<file path="src/rtl/regfile_param.sv">
// Parametrised register file: two read ports, one write port, optional
// hardwired zero register, optional write-to-read forwarding, optional
// registered read path, and a sequential clear engine that zeroes every
// entry after reset or on request.
//
// Handshake/timing summary: there is no valid/ready flow control. A write is
// accepted at a rising edge when we=1 and the clear engine is idle; a write
// presented while busy=1 is discarded and flagged by a one-cycle wr_dropped
// pulse. clear is a level sampled only while idle.
module regfile_param #(
  parameter  int WIDTH    = 32,
  parameter  int DEPTH    = 32,
  localparam int ADDR_W   = $clog2(DEPTH),
  parameter  bit ZERO_REG = 1'b1,
  parameter  bit BYPASS   = 1'b1,
  parameter  bit READ_REG = 1'b0
) (
  input  logic              clk,
  input  logic              rst_n,
  input  logic              clear,
  output logic              busy,
  input  logic [ADDR_W-1:0] ra1,
  input  logic [ADDR_W-1:0] ra2,
  output logic [WIDTH-1:0]  rd1,
  output logic [WIDTH-1:0]  rd2,
  input  logic              we,
  input  logic [ADDR_W-1:0] wa,
  input  logic [WIDTH-1:0]  wd,
  output logic              wr_dropped
);

  typedef enum logic {
    CLEAR = 1'b0,
    IDLE  = 1'b1
  } state_t;

  localparam logic [ADDR_W-1:0] LAST = ADDR_W'(DEPTH - 1);

  state_t            state, state_nxt;
  logic [ADDR_W-1:0] clr_ptr, clr_ptr_nxt;
  logic [WIDTH-1:0]  mem [DEPTH];
  logic              wr_en;
  logic [WIDTH-1:0]  v1, v2;

  // busy is a pure decode of the state register, so it is glitch-free.
  assign busy = (state == CLEAR);

  // A write lands only when idle; writes to a hardwired entry 0 vanish.
  assign wr_en = we && (state == IDLE) && !(ZERO_REG && (wa == '0));

  // State register and clear pointer; reset restarts the full pass.
  always_ff @(posedge clk or negedge rst_n) begin
    if (!rst_n) begin
      state   <= CLEAR;
      clr_ptr <= '0;
    end else begin
      state   <= state_nxt;
      clr_ptr <= clr_ptr_nxt;
    end
  end

  // Next-state logic: walk every entry once, then wait for a clear request.
  always_comb begin
    state_nxt   = state;
    clr_ptr_nxt = clr_ptr;
    case (state)
      CLEAR: begin
        clr_ptr_nxt = clr_ptr + 1'b1;
        if (clr_ptr == LAST) state_nxt = IDLE;
      end
      IDLE: begin
        if (clear) begin
          state_nxt   = CLEAR;
          clr_ptr_nxt = '0;
        end
      end
      default: begin
        state_nxt   = CLEAR;
        clr_ptr_nxt = '0;
      end
    endcase
  end

  // Flag a write that arrived while the clear engine owned the array.
  always_ff @(posedge clk or negedge rst_n) begin
    if (!rst_n) wr_dropped <= 1'b0;
    else        wr_dropped <= we && busy;
  end

  // Storage array: clear engine has the write port while busy, else the user.
  always_ff @(posedge clk) begin
    if (busy)       mem[clr_ptr] <= '0;
    else if (wr_en) mem[wa]      <= wd;
  end

  // Read value for port 1: busy, zero register, forwarding, then array.
  always_comb begin
    v1 = mem[ra1];
    if (busy)                              v1 = '0;
    else if (ZERO_REG && (ra1 == '0))      v1 = '0;
    else if (BYPASS && wr_en && (wa == ra1)) v1 = wd;
  end

  // Read value for port 2, same priority as port 1.
  always_comb begin
    v2 = mem[ra2];
    if (busy)                              v2 = '0;
    else if (ZERO_REG && (ra2 == '0))      v2 = '0;
    else if (BYPASS && wr_en && (wa == ra2)) v2 = wd;
  end

  generate
    if (READ_REG) begin : g_read_reg
      // Registered read path: data follows the address by one cycle.
      always_ff @(posedge clk or negedge rst_n) begin
        if (!rst_n) begin
          rd1 <= '0;
          rd2 <= '0;
        end else begin
          rd1 <= v1;
          rd2 <= v2;
        end
      end
    end else begin : g_read_comb
      assign rd1 = v1;
      assign rd2 = v2;
    end
  endgenerate

endmodule

</file>
<file path="config.mk">
export PLATFORM = sky130hd
export DESIGN_NAME = regfile_param
export DESIGN_NICKNAME = d
export VERILOG_FILES = /design/src/rtl/regfile_param.sv
export SDC_FILE = /design/constraint.sdc
export NUM_CORES = 1
export LEC_CHECK = 0
export CAP_MARGIN = 20
export CORE_ASPECT_RATIO = 1.2
export CORE_UTILIZATION = 25
export DETAILED_ROUTE_END_ITERATION = 8
export HOLD_SLACK_MARGIN = 0.06
export PLACE_DENSITY = 0.47
export SLEW_MARGIN = 15
export SYNTH_ARGS = -nofsm -noshare
export SYNTH_HDL_FRONTEND = slang
export SYNTH_SLANG_ARGS = --single-unit
</file>
<file path="constraint.sdc">
create_clock -name clk -period 3.8 [get_ports clk]
set_input_delay 0.76 -clock clk [delete_from_list [all_inputs] [get_ports clk]]
set_output_delay 0.76 -clock clk [all_outputs]
set_load 0.05 [all_outputs]
</file>
==> metrics.cfg <==
[floorplanning]
core_um2=191400
die_h_um=482.5
die-width_um=402.4
rows=176
top_level_ports=117
initial_core_util=0.2514
dieArea_um2=194200

[synthesis]
ys_types=44
avgSynthCellArea_um2=19.79
seq_area_frac_synth=0.6428
syn-cell-area_um2=48110
synthFlopType=edfxtp_1
synth_largest_area_cell=edfxtp_1
synth_common_cells=edfxtp_1 (1,024), mux4_2 (512), a211oi_1 (98), clkbuf_1 (91), buf_2 (75)
synth.most_common_cell=edfxtp_1
syn_nets=2484
synth_top_cell_area_share=0.6392
synthArstFlopShare=0.006790
synth_edf_count=1024
yosys_warnings=0
synthTopCellsByArea=edfxtp_1 (64%), mux4_2 (24%), a211oi_1 (1.5%)
synth_cells=2431
synth_seq_cells=1031

[global_route]
grt_usage=0.1836
overflow=0
grt_antenna_before_repair=4
grt_pass1_vias=30800
grt_pass1_wl_um=250400
grt_max_degree=53

[status]
outcome=finished, violations left
violations=setup timing

[timing]
layout_setup_ws_ps=-20.87
drv_slew=0
period_share=1.005
timing.final.crit_period_ps=3821
setup-tns-final_ps=-26.44
final-hold-violation-count=0
maxSlewHeadroom=0.2714
tightest_slew_ps=1093
final.setup_skew_ps=50.11
rsz0062_at_grt=yes
max_freq_mhz=261.7
finalSetupViolCount=2

[layout]
nFillCells=18100
drive_above_1_share=0.4500
postLayoutCoreUtil=0.3252
area_delta_synth_final_pct=29.36
nets=2965

[place]
place_congestion=0.8634
dp_worst_setup_slack_ps=-638.7
portBuffers=116
dp_hpwl_um=119000

[clock_tree]
insertion_delay_ps=750
clk_pin_slew_ps=60
root_buffer=clkbuf_16
cts.sink_count=1031
hold_buffers=0
cts_made_buffers=115
cts_tree=yes
h-tree-depth=3
clock_path_buffers=3

[flow_run]
drv_cap=0

[worst_setup_path]
ff2ff_path_depth=8
required_ps=3040
r2r_setup_slack_ps=680
crit_path_end_kind=output port
crit_type=primary input to output port
startpoint_type=primary input
worstPathArrival_ps=3060
critical_path_peak_fanout=16

[min_path]
hp-class=primary input to async pin

[routing]
vias=29764
drt-initial-drc-count=3393
firstDrtPassIters=5
drc=0
wl_per_cell_um=32.88
drt-total-wl_um=181100
detail-route-antenna-nets=0
viasPerCell=5.406

[power]
p_total_uw=33640
ir_drop_uv=398.1
p_leak_uw=0.02012
powerDensity_nw_per_um2=540.5

==> placed cells by master (no fill, tap or decap), drive strengths merged, types with 46 or more instances in the layout <==
cell type,netlist,layout
clkbuf,91,155
nand2,53,53
mux4,512,512
edfxtp,1024,1024
mux2i,65,65
a22oi,61,61
o22ai,67,67
and2,59,59
a211oi,98,98
a221o,64,64
clkinv,1,46
buf,113,522
==> metrics by stage <==
step | cells | cell area, µm² | hold slack (ps)
after floorplan | 2431 | 48120 | 464.4
after global placement | 5252 | 57180 | 570.0
after detailed placement | 5254 | 57200 | 585.8
after CTS | 5475 | 61670 | 241.3
after global routing | 5504 | 62230 | 277.0
final | 5506 | 62230 | 304.7
==> flip-flops by register name, summed over array words and instances (netlist names) <==
register / count
mem: 1024
state: 1
wr_dropped: 1
clr_ptr: 5
==> kinds of logic (layout without fill, tap and decap cells) <==
family,Yosys count,after routing,synth area share
DFF,1031,1031,0.6428
muxes,577,577,0.2532
AOI/OAI and AO/OA,346,346,0.05397
and+or+nand+nor,250,250,0.02783
buffers and inverters,213,793,0.01943
xor gates and xnor gates,12,12,0.002185
adders and majority gates,2,2,0.0005201
other,0,3,0
==> power breakdown <==
part | internal [µW] | switching [µW] | total [µW] | leakage, µW
clock network | 6690 | 4830 | 11500 | 0.00187
logic | 3040 | 4420 | 7470 | 0.00865
registers | 14100 | 568 | 14700 | 0.00961
total | 23800 | 9820 | 33600 | 0.0201
==> worst paths after layout <==
check,to,startpoint
max,rd2[27],ra2[2]
min,state,rst_n
max reg2reg,mem[0][5],state
min reg2reg,clr_ptr[0],clr_ptr[0]
max in group asynchronous,state,rst_n
min in group clk,clr_ptr[0],clr_ptr[0]
==> worst max-delay path: stages <==
cell and delay (ps):
buf_8 280, buf_12 250, buf_4 170, mux4_2 290, o22ai_1 430, nor3_1 120
buf_4 150, a221o_1 360, buf_12 190
==> per-layer routing <==
metal | part of all wire | wire [µm] | GRT usage | vias up
met5 | 0 | 0 | 0 | -
met4 | 0.027 | 4908 | 0.04951 | 0
met3 | 0.079 | 14370 | 0.03598 | 260
met2 | 0.47 | 84940 | 0.2951 | 1455
met1 | 0.42 | 76840 | 0.2526 | 16405
li1 | - | - | - | 11644
==> layout make-up <==
type | instances | area, µm² | area share
Multi-Input combinational cell | 1187 | 17150 | 0.2756
Antenna cell | 3 | 7.507 | 0.0001206
Clock inverter | 67 | 823.3 | 0.01323
Clock buffer | 149 | 3077 | 0.04944
Sequential cell | 1031 | 30930 | 0.4970
Tap cell | 2492 | 3118 | 0.05010
Timing Repair Buffer | 568 | 7093 | 0.1140
Inverter | 9 | 33.78 | 0.0005428
==> repair_timing <==
| item | 4_1_cts | 5_1_grt |
|---|---|---|
| endpoints found under the hold margin | 0 | 0 |
| setup buffers | 5 | 15 |
| endpoints found under the setup margin | 64 | 51 |
| pin swaps | 13 | 11 |
| resized for setup | 99 | 50 |
| cloned | 1 | 3 |
Note: power is estimated with default switching activity, not from simulation.
